--- src/rtl/key_tracker_pkg.sv ---
// key_tracker_pkg
// Shared constants and helpers for the PS/2 key tracker:
//   - scan-code prefix bytes (break F0, extended E0)
//   - octave key make codes (F1 = 05, F2 = 06)
//   - parser state encoding
//   - membership test for the 37 note keys that noteLUT understands
package key_tracker_pkg;

  localparam int KEY_W = 8;

  localparam logic [KEY_W-1:0] KC_BREAK  = 8'hF0;
  localparam logic [KEY_W-1:0] KC_EXT    = 8'hE0;
  localparam logic [KEY_W-1:0] KC_OCT_DN = 8'h05;
  localparam logic [KEY_W-1:0] KC_OCT_UP = 8'h06;

  typedef enum logic [1:0] {
    ST_IDLE,
    ST_BRK,
    ST_EXT,
    ST_EXT_BRK
  } parse_state_e;

  // True for exactly the set-2 make codes that noteLUT maps to a note.
  function automatic logic is_note_key(input logic [KEY_W-1:0] code);
    case (code)
      8'h15, 8'h1E, 8'h1D, 8'h26, 8'h24, 8'h2D, 8'h2E, 8'h2C,
      8'h36, 8'h35, 8'h3D, 8'h3C, 8'h43, 8'h46, 8'h44, 8'h45,
      8'h4D, 8'h54, 8'h55, 8'h5B, 8'h1A, 8'h1B, 8'h22, 8'h23,
      8'h21, 8'h2A, 8'h34, 8'h32, 8'h33, 8'h31, 8'h3B, 8'h3A,
      8'h41, 8'h4B, 8'h49, 8'h4C, 8'h4A: return 1'b1;
      default:                           return 1'b0;
    endcase
  endfunction

endpackage

--- src/rtl/key_stack.sv ---
// key_stack
// Ordered set of held key codes. Slot 0 is the oldest entry, slot count-1
// the newest. Pushing a code already present does nothing; pushing into a
// full stack drops the oldest entry. Removing a code closes the gap so the
// remaining entries keep their relative order.
//
// Ports:
//   clk      in   system clock
//   reset    in   synchronous active-high reset (empties the stack)
//   push_i   in   insert code_i as newest entry (if not already present)
//   remove_i in   delete the entry equal to code_i (if present)
//   code_i   in   key code for push/remove
//   top_o    out  newest entry as it will be after this clock edge
//   empty_o  out  stack will be empty after this clock edge
//
// top_o/empty_o are look-ahead values (derived from next state) so the
// parent can register its outputs in the same edge as the stack update.
module key_stack
  import key_tracker_pkg::*;
#(
  parameter int DEPTH = 4
) (
  input  logic             clk,
  input  logic             reset,
  input  logic             push_i,
  input  logic             remove_i,
  input  logic [KEY_W-1:0] code_i,
  output logic [KEY_W-1:0] top_o,
  output logic             empty_o
);

  localparam int CW = $clog2(DEPTH + 1);

  logic [KEY_W-1:0] entries_q [DEPTH];
  logic [KEY_W-1:0] entries_d [DEPTH];
  logic [CW-1:0]    count_q;
  logic [CW-1:0]    count_d;
  logic [DEPTH-1:0] match;
  logic             hit;
  logic [CW-1:0]    rm_idx;

  // Only slots below the fill level can match.
  genvar gi;
  generate
    for (gi = 0; gi < DEPTH; gi++) begin : g_match
      assign match[gi] = (CW'(gi) < count_q) && (entries_q[gi] == code_i);
    end
  endgenerate

  assign hit = |match;

  // Codes are unique in the stack, so at most one match bit is set.
  always_comb begin
    rm_idx = '0;
    for (int i = DEPTH - 1; i >= 0; i--) begin
      if (match[i]) rm_idx = CW'(i);
    end
  end

  always_comb begin
    for (int i = 0; i < DEPTH; i++) entries_d[i] = entries_q[i];
    count_d = count_q;
    if (push_i && !hit) begin
      if (count_q == CW'(DEPTH)) begin
        // Full: shift everything one slot older, dropping slot 0.
        for (int i = 0; i < DEPTH - 1; i++) entries_d[i] = entries_q[i+1];
        entries_d[DEPTH-1] = code_i;
      end else begin
        for (int i = 0; i < DEPTH; i++) begin
          if (CW'(i) == count_q) entries_d[i] = code_i;
        end
        count_d = count_q + 1'b1;
      end
    end else if (remove_i && hit) begin
      for (int i = 0; i < DEPTH - 1; i++) begin
        if (CW'(i) >= rm_idx) entries_d[i] = entries_q[i+1];
      end
      entries_d[DEPTH-1] = '0;
      count_d = count_q - 1'b1;
    end
  end

  always_comb begin
    top_o = '0;
    for (int i = 0; i < DEPTH; i++) begin
      if (CW'(i) + 1'b1 == count_d) top_o = entries_d[i];
    end
  end

  assign empty_o = (count_d == '0);

  always_ff @(posedge clk) begin
    if (reset) begin
      count_q <= '0;
      for (int i = 0; i < DEPTH; i++) entries_q[i] <= '0;
    end else begin
      count_q <= count_d;
      for (int i = 0; i < DEPTH; i++) entries_q[i] <= entries_d[i];
    end
  end

endmodule

--- src/rtl/key_tracker.sv ---
// key_tracker
// Turns a stream of PS/2 set-2 scan-code bytes into the current note key
// (last-note priority among held keys) plus an octave selector for noteLUT.
//
// Ports:
//   clk            in   system clock
//   reset          in   synchronous active-high reset
//   rx_data[7:0]   in   scan-code byte from PS/2 receiver
//   rx_valid       in   one-cycle strobe qualifying rx_data
//   key_code[7:0]  out  make code of newest held note key (holds when none)
//   enable         out  at least one note key is held
//   GLOBAL_octave  out  current octave, 0..OCT_MAX
//   key_event      out  one-cycle pulse when {enable,key_code} changes
module key_tracker
  import key_tracker_pkg::*;
#(
  parameter int DEPTH     = 4,
  parameter int OCT_RESET = 3,
  parameter int OCT_MAX   = 5
) (
  input  logic       clk,
  input  logic       reset,
  input  logic [7:0] rx_data,
  input  logic       rx_valid,
  output logic [7:0] key_code,
  output logic       enable,
  output logic [2:0] GLOBAL_octave,
  output logic       key_event
);

  parse_state_e state_q, state_d;
  logic         make_byte;   // final byte of a make sequence
  logic         brk_byte;    // final byte of a break sequence
  logic         is_note;

  logic [7:0]   stk_top;
  logic         stk_empty;

  logic [2:0]   oct_q, oct_d;
  logic         up_held_q, up_held_d;
  logic         dn_held_q, dn_held_d;

  logic [7:0]   key_code_q, key_code_d;
  logic         enable_q, enable_d;
  logic         key_event_q, key_event_d;

  // Parser: extended sequences are recognised only so they can be skipped.
  always_comb begin
    state_d   = state_q;
    make_byte = 1'b0;
    brk_byte  = 1'b0;
    if (rx_valid) begin
      case (state_q)
        ST_IDLE: begin
          if (rx_data == KC_BREAK)    state_d = ST_BRK;
          else if (rx_data == KC_EXT) state_d = ST_EXT;
          else                        make_byte = 1'b1;
        end
        ST_BRK: begin
          brk_byte = 1'b1;
          state_d  = ST_IDLE;
        end
        ST_EXT:     state_d = (rx_data == KC_BREAK) ? ST_EXT_BRK : ST_IDLE;
        ST_EXT_BRK: state_d = ST_IDLE;
        default:    state_d = ST_IDLE;
      endcase
    end
  end

  assign is_note = is_note_key(rx_data);

  key_stack #(
    .DEPTH(DEPTH)
  ) u_stack (
    .clk      (clk),
    .reset    (reset),
    .push_i   (make_byte && is_note),
    .remove_i (brk_byte && is_note),
    .code_i   (rx_data),
    .top_o    (stk_top),
    .empty_o  (stk_empty)
  );

  // Octave keys step only on a fresh press; typematic repeats see the
  // held flag still set and are ignored until the key is released.
  always_comb begin
    oct_d     = oct_q;
    up_held_d = up_held_q;
    dn_held_d = dn_held_q;
    if (make_byte && rx_data == KC_OCT_UP) begin
      up_held_d = 1'b1;
      if (!up_held_q && oct_q != 3'(OCT_MAX)) oct_d = oct_q + 3'd1;
    end
    if (make_byte && rx_data == KC_OCT_DN) begin
      dn_held_d = 1'b1;
      if (!dn_held_q && oct_q != 3'd0) oct_d = oct_q - 3'd1;
    end
    if (brk_byte && rx_data == KC_OCT_UP) up_held_d = 1'b0;
    if (brk_byte && rx_data == KC_OCT_DN) dn_held_d = 1'b0;
  end

  // Outputs are computed from the stack's look-ahead so they land in the
  // cycle right after the final byte.
  always_comb begin
    enable_d    = !stk_empty;
    key_code_d  = stk_empty ? key_code_q : stk_top;
    key_event_d = ({enable_d, key_code_d} != {enable_q, key_code_q});
  end

  always_ff @(posedge clk) begin
    if (reset) begin
      state_q     <= ST_IDLE;
      oct_q       <= 3'(OCT_RESET);
      up_held_q   <= 1'b0;
      dn_held_q   <= 1'b0;
      key_code_q  <= 8'h00;
      enable_q    <= 1'b0;
      key_event_q <= 1'b0;
    end else begin
      state_q     <= state_d;
      oct_q       <= oct_d;
      up_held_q   <= up_held_d;
      dn_held_q   <= dn_held_d;
      key_code_q  <= key_code_d;
      enable_q    <= enable_d;
      key_event_q <= key_event_d;
    end
  end

  assign key_code      = key_code_q;
  assign enable        = enable_q;
  assign GLOBAL_octave = oct_q;
  assign key_event     = key_event_q;

endmodule

--- config.mk ---
export PLATFORM = sky130hd
export DESIGN_NAME = key_tracker
export DESIGN_NICKNAME = d
export VERILOG_FILES = /design/src/rtl/key_tracker_pkg.sv /design/src/rtl/key_stack.sv /design/src/rtl/key_tracker.sv
export SDC_FILE = /design/constraint.sdc
export NUM_CORES = 1
export LEC_CHECK = 0
export BUFFER_PORTS_ARGS = -buffer_cell sky130_fd_sc_hd__buf_2
export CORE_ASPECT_RATIO = 0.9
export CORE_MARGIN = 2
export CORE_UTILIZATION = 44
export CTS_BUF_LIST = sky130_fd_sc_hd__clkbuf_16
export CTS_CLUSTER_SIZE = 14
export DETAILED_ROUTE_END_ITERATION = 10
export PLACE_DENSITY = 0.6
export SLEW_MARGIN = 20
export SYNTH_ARGS = -nofsm -noshare
export SYNTH_HDL_FRONTEND = slang
export SYNTH_SLANG_ARGS = --single-unit
--- constraint.sdc ---
create_clock -name clk -period 6.8 [get_ports clk]
set_input_delay 1.02 -clock clk [delete_from_list [all_inputs] [get_ports clk]]
set_output_delay 1.02 -clock clk [all_outputs]
set_load 0.02 [all_outputs]
== Word-level counts from Yosys, hierarchy flattened ==
Memory sizes are Yosys's and may differ from the RTL's.
Index checks and enable logic that the tools add are counted.
Storage, ports and cells
  input bits: 11
  memories: 2
  logic and storage cells: 118
  register bits after elaboration: 20
  RAM bits: 32
  output and inout port bits: 13
  bits in read-only memories: 128
Memory list
  (name not given): depth 128, width 1, rd ports 1, clocked after memory_dff 0, write ports 0, line key_tracker_pkg.sv:25  | case (code)
  u_stack.entries_q: depth 4, width 8, rd ports 4, clocked after memory_dff 0, write ports 4, line key_stack.sv:34  | logic [KEY_W-1:0] entries_q [DEPTH];
Operators by class
  $lt $le $gt $ge: 7
  reduce and logical (&&, ||, !) cells: 27
  bitwise operators: 4
  add/subtract/negate cells: 4
  equal/unequal tests: 22
  mux-type cells: 44
Operators with widths (number)
  2-to-1 mux 8 bit: 16
  2-to-1 mux 32 bit: 3
  equality test 8 bit: 4
  2-to-1 mux 3 bit: 7
  equality test 8 x 3 -> 1 bit (second input constant): 2
  equality test 8 bit (second input constant): 2
  logical AND 1 bit: 14
  2-to-1 mux 2 bit: 7
  equality test 2 x 3 -> 1 bit (first input constant): 4
  2-to-1 mux 1 bit: 10
  inequality test 9 bit: 1
  adder 3 x 1 -> 3 bit (second input constant): 2
  equality test 1 x 3 -> 1 bit (first input constant): 2
  logical NOT 3 bit: 2
  less-than comparator 1 x 3 -> 1 bit (first input constant): 2
  less-than comparator 2 x 3 -> 1 bit (first input constant): 2
  inequality test 3 bit (second input constant): 2
  one-hot mux 2 bit (3 select lines): 1
  OR reduction 2 bit: 3
  subtractor 3 x 1 -> 3 bit (second input constant): 2
  equality test 2 bit (second input constant): 2
  greater-or-equal comparator 1 x 2 -> 1 bit (first input constant): 2
  logical NOT 1 bit: 4
  bitwise OR 1 bit: 4
  other kinds (8): 8

== Depth between registers and ports, before layout ==
Gate-level depths: netlist of run 1.
An unclocked memory read counts as a cell.
  word-level depth: 17
  depth in mapped cells: 18
  gate-level depth less buffers: 14

== Modules after synthesis ==
From an unflattened synthesis of run 1, not the netlist that was laid out.
Unflattened totals
  cells, all modules: 453
  area, all modules: 3882.5 µm²
By module, submodules not included
  key_stack: sequential area each 700.7 µm², cells each 322, area an instance 2745.1 µm², times used 1
  key_tracker: sequential area each 340.3 µm², cells each 131, area an instance 1137.3 µm², times used 1

== Worst setup path after synthesis of run 1 ==
OpenSTA, ideal clock, no wires.
  path type: input -> register
  start point: in rx_data[0]
  end point: reg key_event_q (netlist: key_event)
  buffers on the path: 2
  stages on the path: 16
  slack: 2112 ps
  arrival: 4555 ps
  setup time: 134 ps
  required time: 6666 ps
  path through: buf_2 inv_1 ha_1 mux2_2 a211oi_1 a211oi_1 o31ai_2 buf_4 nor3_1 or2_2 o221ai_1 nor3_1 o31a_1 or4_1 nor4_1 a31oi_1
Between the ends
  longest elaborated chain between the ends: 16
  elaborated cells between the ends (all ways): 53
  those cells by class: order compare (3); eq/ne (11); mux (26); reduce/logical (12); memory (1)
RTL lines
  start: declaration: line key_tracker.sv:23  | input logic [7:0] rx_data,
  branches (longest 15 deep; another with memory (128 x 1 bit))
  inequality test 9 bit (*): line key_tracker.sv:107  | key_event_d = ({enable_d, key_code_d} != {enable_q, key_code_q});
  end signal: assignment: line key_tracker.sv:126  | key_event_q <= key_event_d;
  end: declaration: line key_tracker.sv:45  | logic key_event_q, key_event_d;
Every way passes the cells marked *.
A chain may end at the register's enable or synchronous reset.

== Worst setup path in the final report of run 1 ==
  start point: in rx_data[1]
  end point: reg key_event_q (netlist: key_event)
Same word-level chain as after synthesis.

==> run metrics, run 1 <==
status=complete, no violations; endpoint of the most critical register-to-register path=key_event$_SDFF_PP0_; Clk Tree Root Cell=sky130_fd_sc_hd__clkbuf_16; antenna violations before repair=0; number of search-and-repair iterations in the first detailed-routing pass=7; Clock Tree Buf Depth=2; CTS buffer count=5; Yosys top cell by area=sky130_fd_sc_hd__dfxtp_1; area delta synth->final=6.81%; Fin Setup TNS=0 ps; per-cell via count in the routed design=6.54; CTS Hold Bufs=0; final setup skew=5.03 ps; GRT Total Usage=25.5%; clk slew on worst S/H paths=70 ps; post-synthesis cell count=521; non-filler cells in the finished layout=642; Initial Utilization=45.5%; count of input and output buffers=23; data arrival time at the worst-slack endpoint=5680 ps; Hold WS=496 ps; number of violations reported at the end of detailed-routing iteration 0=361; vias in the first global route=3758; share of async-settable or async-resettable flops after synthesis=0%; overall die height=96.4 um; net count of the finished layout=545; post-CTS setup buffers=0; Core Area=9170 um^2; cell types occupying the most area after synthesis=sky130_fd_sc_hd__dfxtp_1 25%, sky130_fd_sc_hd__nor2_1 4.9%, sky130_fd_sc_hd__ha_1 4.5%; switching portion of total power=29.4%; global-route layer with the greatest usage=met2; met2 usage in global routing=38.7%; Hold Violations, Final=0; reg-to-reg critical path startpoint=u_stack.count_q[1]$_SDFF_PP0_; Ys Warns=0; peak fanout along the critical path=17; die area=10300 um^2; total of max-cap violations=0; vias=4198; largest net degree at the start of global routing=53; clock tree from TritonCTS=yes; average wire length per cell after detail routing=20.2 um; combined area of the multi-input logic cells=2890 um^2; post-synthesis instance area=4170 um^2; Antenna Nets Post-Route=0; die width=107 um; Setup crit end kind=flop; Hold WC Path Type=reg -> reg; ys flop type=sky130_fd_sc_hd__dfxtp_1; net switching power=0.225 mW; wire length of the first global-routing pass=20500 um; CP startpoint kind=input pin; P per Cell Area=172 nW/um^2; IO Pins=24; Max Clk Rate=180 MHz; Worst Reg2Reg Path Length in Cells=14; sequential fraction of design power=42.5%; mean post-synth cell area=8.01 um^2; proportion of synthesized chip area in sequential cells=25.0%; post-synth top area share=25.0%; maximum vdd ir drop=0.129 mV; combinational share of power=19.8%; routing usage on met3=4.83%; Min-Delay Startpoint=key_code[0]$_SDFF_PP0_; Static Leakage=1.61 nW; count of final max-slew check failures=0; worst-case hold path end point=key_code[0]$_SDFF_PP0_; residual DRC count=0; design internal power=0.541 mW; period utilisation layout=81.6%; filler cell count=925; maximum level of the CTS H-tree=2; number of synthesized register bits=52; transition time at the pin with the least slew margin=1030 ps; setup slack, reg-to-reg=1790 ps; DP HPWL=9450 um; Routed WL=13000 um; number of stages on the worst hold path=2; Diodes inserted=0; setup repair after global routing missed its margin=no; number of core rows=33; later-pin clock latency in the skew report=290 ps; sequential standard cell area=1040 um^2; clock share of power=37.7%; routability congestion estimate=0.942; remaining global-route overflow=0; Global Route met1 Usage=36.8%; dpl cells=634; sinks on the clock net=52; worst rel slew slack=31.0%; Resized cells post-CTS=0; count of distinct cell types in the synthesized netlist=73; Worst Path Required=6940 ps; Finish-stage setup viols=0; Period minus WS final=5550 ps; number of enable-type register cells in the synthesized netlist=0; layout cells sized above 1=14.0%; net count after synthesis=547; critical path class=in -> reg
[Yosys cell counts, drive strengths merged, types with 11 or more instances]
cell	count
nor3	29
ha	15
nand2	33
a21oi	24
nand3	11
a211oi	15
clkbuf	16
or3	19
mux2i	14
dfxtp	52
buf	23
xnor2	21
o21ai	16
inv	11
nor2	55
o221ai	16
xor2	14
[cell families after synthesis]
family	share of synthesized area, %
AOI/OAI and AO/OA	25.2
xor gates and xnor gates	7.35
adders and majority gates	4.50
buffers and inverters	5.88
DFF	25.0
muxes	5.52
and+or+nand+nor	26.6
[critical path, stage by stage]
cell and delay (ps):
sky130_fd_sc_hd__buf_2 280, sky130_fd_sc_hd__inv_1 140, sky130_fd_sc_hd__ha_1 300, sky130_fd_sc_hd__mux2_2 140, sky130_fd_sc_hd__a211oi_1 70, sky130_fd_sc_hd__a211oi_1 370, sky130_fd_sc_hd__o31ai_2 110, sky130_fd_sc_hd__buf_4 200
sky130_fd_sc_hd__nor4_4 690, sky130_fd_sc_hd__buf_4 310, sky130_fd_sc_hd__mux2_2 390, sky130_fd_sc_hd__o221ai_1 240, sky130_fd_sc_hd__nor3_1 130, sky130_fd_sc_hd__o31a_1 330, sky130_fd_sc_hd__or4_1 510, sky130_fd_sc_hd__nor4_1 320
sky130_fd_sc_hd__a31oi_1 110
[routing by layer]
metal	vias up	share of wire, %	routed length [um]
li1	1937	-	-
met1	2032	47	6050
met4	0	2.1	274
met2	205	43	5630
met5	-	0	0
met3	24	8.0	1040
[final cells by class]
class | count | area share [%]
multi-input combinational | 419 | 64.8
tap | 122 | 3.43
clock inverter | 3 | 0.955
sequential | 52 | 23.4
clock buffer | 5 | 2.81
timing repair buffer | 30 | 3.76
inverter | 11 | 0.927
[layout by cell type (no fill, tap or decap), types with 6 or more instances in the layout]
cell,Yosys,final
sky130_fd_sc_hd__nor3_1,27,27
sky130_fd_sc_hd__mux2_2,8,8
sky130_fd_sc_hd__a21oi_1,21,21
sky130_fd_sc_hd__nor2_1,55,55
sky130_fd_sc_hd__nand2_1,33,33
sky130_fd_sc_hd__nand4_1,8,8
sky130_fd_sc_hd__nand2b_1,8,8
sky130_fd_sc_hd__or3_1,18,18
sky130_fd_sc_hd__buf_4,3,7
sky130_fd_sc_hd__o21ai_0,15,15
sky130_fd_sc_hd__xnor2_1,21,21
sky130_fd_sc_hd__mux2i_1,14,14
sky130_fd_sc_hd__nand3_1,11,11
sky130_fd_sc_hd__buf_2,13,23
sky130_fd_sc_hd__a221oi_1,6,6
sky130_fd_sc_hd__a22oi_1,7,7
sky130_fd_sc_hd__nor4_1,7,7
sky130_fd_sc_hd__ha_1,15,15
sky130_fd_sc_hd__a211oi_1,13,13
sky130_fd_sc_hd__o221ai_1,16,16
sky130_fd_sc_hd__inv_1,10,10
sky130_fd_sc_hd__dfxtp_1,52,52
sky130_fd_sc_hd__or2_2,7,7
sky130_fd_sc_hd__nor2b_1,10,10
sky130_fd_sc_hd__xor2_1,14,14
[worst max path at each step]
stage                from              endpoint  cells past startpoint
3_5_place_dp   rx_data[1]  key_event$_SDFF_PP0_                     17
4_1_cts        rx_data[1]  key_event$_SDFF_PP0_                     17
3_3_place_gp   rx_data[0]  key_event$_SDFF_PP0_                     17
5_1_grt        rx_data[1]  key_event$_SDFF_PP0_                     17
6_report       rx_data[1]  key_event$_SDFF_PP0_                     17
2_1_floorplan  rx_data[0]  key_event$_SDFF_PP0_                     16
[sequential cells by signal (all words and copies together), names as in the netlist]
signal and flops:
u_stack.count_q 3, state_q 2, dn_held_q 1, key_event 1, u_stack.entries_q 32, GLOBAL_octave 3, key_code 8, up_held_q 1
enable 1
[power by group through the flow]
stage / clock network, mW / registers [mW] / logic [mW]
final: 0.289 / 0.326 / 0.152
after global routing: 0.306 / 0.326 / 0.164
after CTS: 0.292 / 0.325 / 0.148
after detailed placement: 0 / 0.332 / 0.147
after global placement: 0 / 0.332 / 0.147
after floorplan: 0 / 0.332 / 0.110
[stage by stage]
stage                     worst slack (ps)  util, %  instance area, um^2  power (mW)
after global placement                1150     46.8                 4290       0.479
after floorplan                       2110        -                 4170       0.443
after CTS                             1310     48.6                 4460       0.765
after global routing                   984     48.6                 4460       0.796
final                                 1250     48.6                 4460       0.766
after detailed placement              1010     46.8                 4290       0.480
Power figures use the tool's default switching activity.
==> inputs of run 2 (changes only) <==
--- a/config.mk
+++ b/config.mk
@@ -12,7 +12,7 @@
 export CTS_BUF_LIST = sky130_fd_sc_hd__clkbuf_16
 export CTS_CLUSTER_SIZE = 14
 export DETAILED_ROUTE_END_ITERATION = 10
-export PLACE_DENSITY = 0.6
+export PLACE_DENSITY = 0.62
 export SLEW_MARGIN = 20
 export SYNTH_ARGS = -nofsm -noshare
 export SYNTH_HDL_FRONTEND = slang
==> constraint.sdc (replaced) <==
create_clock -name clk -period 4.95 [get_ports clk]
set_input_delay 0.7425 -clock clk [delete_from_list [all_inputs] [get_ports clk]]
set_output_delay 0.7425 -clock clk [all_outputs]
set_load 0.02 [all_outputs]
==> run 2 against run 1 <==
Net effect:
- via count increased by 1.7%
- sequential share of layout area decreased by 1.3 points
- setup slack got worse by 890 ps
- critical endpoint unchanged
- largest cell class unchanged
- largest power group unchanged
- highest routed layer unchanged
==> run metrics, run 2 (synthesis results as in run 1) <==
post-route cell area=4720 um^2 (was 4460 um^2); largest net degree at the start of global routing=53 (unchanged); Resized cells post-CTS=0 (unchanged); number of violations reported at the end of detailed-routing iteration 0=385 (was 361); vias=4270 (was 4198); Setup crit end kind=flop (unchanged); data arrival time at the worst-slack endpoint=4720 ps (was 5680 ps); status=complete, no violations (unchanged); Fin Setup TNS=0 ps (unchanged); transition time at the pin with the least slew margin=1000 ps (was 1030 ps); Initial Utilization=45.5% (unchanged); clk slew on worst S/H paths=70 ps (about the same); CTS Hold Bufs=0 (unchanged); maximum level of the CTS H-tree=2 (unchanged); number of core rows=33 (unchanged); later-pin clock latency in the skew report=290 ps (about the same); flip-flop count of the largest register, all copies and words added=32 (unchanged); GRT Total Usage=26.8% (was 25.5%); IO Pins=24 (unchanged); Diodes inserted=0 (unchanged); combined buffer and inverter count along the critical path=3 (was 4); Routed WL=13200 um (was 13000 um); crit path cell chain=buf_2 > buf_4 > ha_1 > and3b_1 > o32ai_1 > o41ai_2 > o31ai_2 > nor4_4 > buf_4 > a21oi_2 > o221ai_1 > nor3_1 > o31a_1 > or4_1 > nor4_1 > a31oi_1 (was buf_2 > inv_1 > ha_1 > mux2_2 > a211oi_1 > a211oi_1 > o31ai_2 > buf_4 > nor4_4 > buf_4 > mux2_2 > o221ai_1 > nor3_1 > o31a_1 > or4_1 > nor4_1 > a31oi_1); total of max-cap violations=0 (unchanged); setup repair after global routing missed its margin=no (unchanged); dpl cell area=4580 um^2 (was 4290 um^2); routability congestion estimate=0.922 (was 0.942); most frequent cell on the critical path=sky130_fd_sc_hd__buf_4; number of search-and-repair iterations in the first detailed-routing pass=5 (was 7); register with the most flip-flops=u_stack.entries_q (unchanged); Period minus WS final=4580 ps; Core Area=9170 um^2 (unchanged); average wire length per cell after detail routing=19.4 um (was 20.2 um); remaining global-route overflow=0 (unchanged); vias in the first global route=3921 (was 3758); Max Clk Rate=218 MHz; worst rel slew slack=33.3% (was 31.0%); Finish-stage setup viols=0 (unchanged); DP HPWL=9910 um (was 9450 um); die area=10300 um^2 (unchanged); final setup skew=8.25 ps (was 5.03 ps); most frequent cells in the layout=55 x sky130_fd_sc_hd__nor2_1, 52 x sky130_fd_sc_hd__dfxtp_1, 46 x sky130_fd_sc_hd__buf_4, 33 x sky130_fd_sc_hd__nand2_1, 27 x sky130_fd_sc_hd__nor3_1 (was 55 x sky130_fd_sc_hd__nor2_1, 52 x sky130_fd_sc_hd__dfxtp_1, 33 x sky130_fd_sc_hd__nand2_1, 27 x sky130_fd_sc_hd__nor3_1, 23 x sky130_fd_sc_hd__buf_2); Hold WS=496 ps (about the same); Antenna Nets Post-Route=0 (unchanged); count of input and output buffers=23 (unchanged); reg-to-reg critical path startpoint=u_stack.count_q[0]$_SDFF_PP0_ (was u_stack.count_q[1]$_SDFF_PP0_); CTS buffer count=5 (unchanged); critical path startpoint=rx_data[1] (unchanged); peak fanout along the critical path=16 (was 17); filler cell count=914 (was 925); Min-Delay Startpoint=key_code[0]$_SDFF_PP0_ (unchanged); Hold WC Path Type=reg -> reg (unchanged); post-CTS setup buffers=0 (unchanged); P per Cell Area=216 nW/um^2 (was 172 nW/um^2); maximum vdd ir drop=0.150 mV (was 0.129 mV); die width=107 um (unchanged); period utilisation layout=92.6%; antenna violations before repair=0 (unchanged); combined area of the multi-input logic cells=2890 um^2 (unchanged); crit path max-delay cell type=sky130_fd_sc_hd__nor4_4 (unchanged); worst slack after detailed placement=135 ps (was 1010 ps); CP top delay family=simple AND/OR/NAND/NOR gates (unchanged); area delta synth->final=13.2% (was 6.81%); Hold Violations, Final=0 (unchanged); residual DRC count=0 (unchanged); final design utilization=51.5% (was 48.6%); wire length of the first global-routing pass=21600 um (was 20500 um); CP startpoint kind=input pin (unchanged); PnR worst setup slack=367 ps (was 1250 ps); stage delay of the slowest cell on the critical path=570 ps (was 690 ps); critical path class=in -> reg (unchanged); sinks on the clock net=52 (unchanged); overall die height=96.4 um (unchanged); Clock Tree Buf Depth=2 (unchanged); Clk Tree Root Cell=sky130_fd_sc_hd__clkbuf_16 (unchanged); net count of the finished layout=584 (was 545); per-cell via count in the routed design=6.27 (was 6.54); sequential standard cell area=1040 um^2 (unchanged); most common cell after layout, fill and taps aside=sky130_fd_sc_hd__nor2_1 (unchanged); layout cells sized above 1=19.7% (was 14.0%); Worst Path Required=5090 ps (was 6940 ps); Static Leakage=1.79 nW (was 1.61 nW); count of final max-slew check failures=0 (unchanged); clock tree from TritonCTS=yes (unchanged)
[run 2: per-stage QoR]
stage	power (mW)	instances
2_1_floorplan	0.608	521
3_3_place_gp	0.678	673
3_5_place_dp	0.678	673
4_1_cts	1.02	681
5_1_grt	1.07	681
6_report	1.02	681
[run 2: power breakdown]
group | switching, mW | internal, mW | total, mW | leakage, nW
Combinational | 0.140 | 0.0882 | 0.228 | 1.30
Sequential | 0.0163 | 0.431 | 0.447 | 0.421
Clock | 0.161 | 0.184 | 0.345 | 0.0687
Total | 0.317 | 0.704 | 1.02 | 1.79
[run 2: layout make-up]
class                      count  area share (%)
multi-input combinational    419            61.1
sequential                    52            22.1
timing repair buffer          69            9.75
tap                          122            3.23
clock buffer                   5            2.65
inverter                      11           0.875
clock inverter                 3           0.318
[run 2: path summary, 6_finish.rpt]
kind                            depth (start not counted)  slack (ps)                     end
worst min register to register                          2         500  key_code[0]$_SDFF_PP0_
worst max-delay path                                   16         370    key_event$_SDFF_PP0_
worst min-delay path                                    2         500  key_code[0]$_SDFF_PP0_
worst max register to register                         13         450    key_event$_SDFF_PP0_
[run 2: per-layer routing]
| layer | GRT usage [%] | share of wire, % |
|---|---|---|
| met2 | 38.3 | 41 |
| met1 | 40.4 | 50 |
| met4 | 8.12 | 1.9 |
| met5 | 0 | 0 |
| met3 | 4.90 | 7.1 |
[run 2: worst reg2reg max path, delay by kind of cell, from the launching register on]
kind / cells / cell delay (ps)
buf+inv: 1 / 260
compound gates: 6 / 1200
fa+ha+maj: 1 / 280
simple gates: 5 / 1920
flops: 1 / 680
==> inputs of run 3 (changes only) <==
--- a/config.mk
+++ b/config.mk
@@ -8,11 +8,12 @@
 export BUFFER_PORTS_ARGS = -buffer_cell sky130_fd_sc_hd__buf_2
 export CORE_ASPECT_RATIO = 0.9
 export CORE_MARGIN = 2
-export CORE_UTILIZATION = 44
+export CORE_UTILIZATION = 40
 export CTS_BUF_LIST = sky130_fd_sc_hd__clkbuf_16
 export CTS_CLUSTER_SIZE = 14
 export DETAILED_ROUTE_END_ITERATION = 10
-export PLACE_DENSITY = 0.62
+export PLACE_DENSITY = 0.55
+export SKIP_CTS_REPAIR_TIMING = 1
 export SLEW_MARGIN = 20
 export SYNTH_ARGS = -nofsm -noshare
 export SYNTH_HDL_FRONTEND = slang
==> constraint.sdc (replaced) <==
create_clock -name clk -period 4.65 [get_ports clk]
set_input_delay 0.6975 -clock clk [delete_from_list [all_inputs] [get_ports clk]]
set_output_delay 0.6975 -clock clk [all_outputs]
set_load 0.02 [all_outputs]
==> run 3 against run 2 <==
Net effect:
- via count is 2.8% higher
- setup slack worse by 84 ps
- design area is 4.9% higher
- critical endpoint unchanged
- non-clock buffer count is 24 higher
- sequential power is 6.0% higher
- clock skew hardly changed
- largest power group unchanged
==> run metrics, run 3 (synthesis results as in run 1) <==
status=complete, no violations (unchanged); final design utilization=48.5% (was 51.5%); CTS buffer count=5 (unchanged); average wire length per cell after detail routing=20.4 um (was 19.4 um); Diodes inserted=0 (unchanged); data arrival time at the worst-slack endpoint=4510 ps (was 4720 ps); transition time at the pin with the least slew margin=1010 ps (was 1000 ps); crit path max-delay cell type=sky130_fd_sc_hd__nor4_4 (unchanged); period utilisation layout=93.9%; Period minus WS final=4370 ps; final setup skew=8.66 ps (was 8.25 ps); count of final max-slew check failures=0 (unchanged); peak fanout along the critical path=9 (was 16); Min-Delay Startpoint=key_code[0]$_SDFF_PP0_ (unchanged); crit path cell chain=buf_2 > buf_4 > buf_4 > xor2_1 > nor4_1 > o211a_1 > or3_4 > nor4_4 > a211oi_2 > buf_4 > nor2_1 > nor3_1 > o31a_1 > or4_1 > nor4_1 > a31oi_1 (was buf_2 > buf_4 > ha_1 > and3b_1 > o32ai_1 > o41ai_2 > o31ai_2 > nor4_4 > buf_4 > a21oi_2 > o221ai_1 > nor3_1 > o31a_1 > or4_1 > nor4_1 > a31oi_1); Hold Violations, Final=0 (unchanged); largest net degree at the start of global routing=53 (unchanged); antenna violations before repair=0 (unchanged); reg-to-reg critical path startpoint=u_stack.count_q[1]$_SDFF_PP0_ (was u_stack.count_q[0]$_SDFF_PP0_); Hold WC Path Type=reg -> reg (unchanged); net count of the finished layout=608 (was 584); critical path startpoint=rx_data[0] (was rx_data[1]); later-pin clock latency in the skew report=300 ps (was 290 ps); Finish-stage setup viols=0 (unchanged); GRT Total Usage=25.8% (was 26.8%); most frequent cells in the layout=70 x sky130_fd_sc_hd__buf_4, 55 x sky130_fd_sc_hd__nor2_1, 52 x sky130_fd_sc_hd__dfxtp_1, 33 x sky130_fd_sc_hd__nand2_1, 27 x sky130_fd_sc_hd__nor3_1 (was 55 x sky130_fd_sc_hd__nor2_1, 52 x sky130_fd_sc_hd__dfxtp_1, 46 x sky130_fd_sc_hd__buf_4, 33 x sky130_fd_sc_hd__nand2_1, 27 x sky130_fd_sc_hd__nor3_1); Clock Tree Buf Depth=2 (unchanged); setup slack, reg-to-reg=410 ps (was 450 ps); clk slew on worst S/H paths=70 ps (about the same); Core Area=10200 um^2 (was 9170 um^2); wire length of the first global-routing pass=22900 um (was 21600 um); vias in the first global route=4042 (was 3921); endpoint of the most critical register-to-register path=key_event$_SDFF_PP0_ (unchanged); filler cell count=1009 (was 914); stage delay of the slowest cell on the critical path=620 ps (was 570 ps); number of search-and-repair iterations in the first detailed-routing pass=5 (unchanged); routability congestion estimate=0.960 (was 0.922); Antenna Nets Post-Route=0 (unchanged); number of core rows=35 (was 33); count of input and output buffers=23 (unchanged); number of violations reported at the end of detailed-routing iteration 0=520 (was 385); per-cell via count in the routed design=6.16 (was 6.27); setup repair after global routing missed its margin=no (unchanged); clock tree from TritonCTS=yes (unchanged); die area=11300 um^2 (was 10300 um^2); Worst Path Required=4790 ps (was 5090 ps); worst rel slew slack=32.9% (was 33.3%); most common cell after layout, fill and taps aside=sky130_fd_sc_hd__buf_4 (was sky130_fd_sc_hd__nor2_1); layout cells sized above 1=23.3% (was 19.7%); worst slack after detailed placement=-68.1 ps (was 135 ps); Static Leakage=1.92 nW (was 1.79 nW); vias=4388 (was 4270); PnR worst setup slack=283 ps (was 367 ps); total of max-cap violations=0 (unchanged); overall die height=101 um (was 96.4 um); end point of the critical path=key_event$_SDFF_PP0_ (unchanged); Worst Reg2Reg Path Length in Cells=14 (was 13); DP HPWL=11200 um (was 9910 um); P per Cell Area=236 nW/um^2 (was 216 nW/um^2); IO Pins=24 (unchanged); area delta synth->final=18.7% (was 13.2%); critical path class=in -> reg (unchanged); most frequent cell on the critical path=sky130_fd_sc_hd__buf_4 (unchanged); flip-flop count of the largest register, all copies and words added=32 (unchanged); maximum vdd ir drop=0.195 mV (was 0.150 mV); Routed WL=14500 um (was 13200 um); CP startpoint kind=input pin (unchanged); Initial Utilization=40.9% (was 45.5%); Setup crit end kind=flop (unchanged); die width=112 um (was 107 um); sinks on the clock net=52 (unchanged); residual DRC count=0 (unchanged); Clk Tree Root Cell=sky130_fd_sc_hd__clkbuf_16 (unchanged); remaining global-route overflow=0 (unchanged); maximum level of the CTS H-tree=2 (unchanged); Max Clk Rate=229 MHz; register with the most flip-flops=u_stack.entries_q (unchanged)
==> run 3: where the power goes <==
| part | internal, mW | switching [mW] | leakage [nW] |
|---|---|---|---|
| logic | 0.109 | 0.157 | 1.42 |
| clock network | 0.253 | 0.177 | 0.0798 |
| registers | 0.459 | 0.0148 | 0.421 |
==> run 3: cell type report <==
class                           count  area, um^2  area share [%]
Multi-Input combinational cell    419        2900            58.6
Sequential cell                    52        1040            21.0
Timing Repair Buffer               93         641            12.9
Tap cell                          129         161            3.26
Clock buffer                        5         125            2.53
Clock inverter                      3        42.5           0.859
Inverter                           11        41.3           0.834
==> run 3: how the worst min path moves through the flow <==
| stage | to | slack [ps] | depth (start not counted) |
|---|---|---|---|
| after floorplan | u_stack.entries_q[0][31]$_SDFF_PP0_ | 460 | 2 |
| after global placement | key_code[0]$_SDFF_PP0_ | 480 | 2 |
| after detailed placement | key_code[0]$_SDFF_PP0_ | 480 | 2 |
| after CTS | key_code[0]$_SDFF_PP0_ | 490 | 2 |
| after global routing | key_code[0]$_SDFF_PP0_ | 520 | 2 |
| final | key_code[0]$_SDFF_PP0_ | 490 | 2 |
==> run 3: metrics by stage <==
step | power [mW] | instance area [um^2] | std cells | hold WS (ps) | setup TNS [ps]
6_report | 1.17 | 4950 | 712 | 485 | 0
5_1_grt | 1.22 | 4950 | 712 | 523 | 0
4_1_cts | 1.17 | 4940 | 712 | 489 | 0
3_5_place_dp | 0.742 | 4770 | 704 | 477 | -68.1
3_3_place_gp | 0.742 | 4770 | 704 | 477 | -76.8
2_1_floorplan | 0.648 | 4170 | 521 | 457 | 0
==> run 3: critical path, delay by kind of cell <==
family / cells / cell delay [ps]
AND/OR/NAND/NOR: 7 / 2310
buffers and inverters: 4 / 610
AO/OA/AOI/OAI: 4 / 740
XOR/XNOR: 1 / 150
==> run 3: metal layers <==
| layer | share of wire [%] | global-route usage, % | vias up |
|---|---|---|---|
| met2 | 43 | 38.6 | 204 |
| met4 | 1.2 | 5.13 | 0 |
| li1 | - | - | 2066 |
| met5 | 0 | 0 | - |
| met1 | 48 | 39.1 | 2102 |
| met3 | 7.0 | 3.91 | 16 |
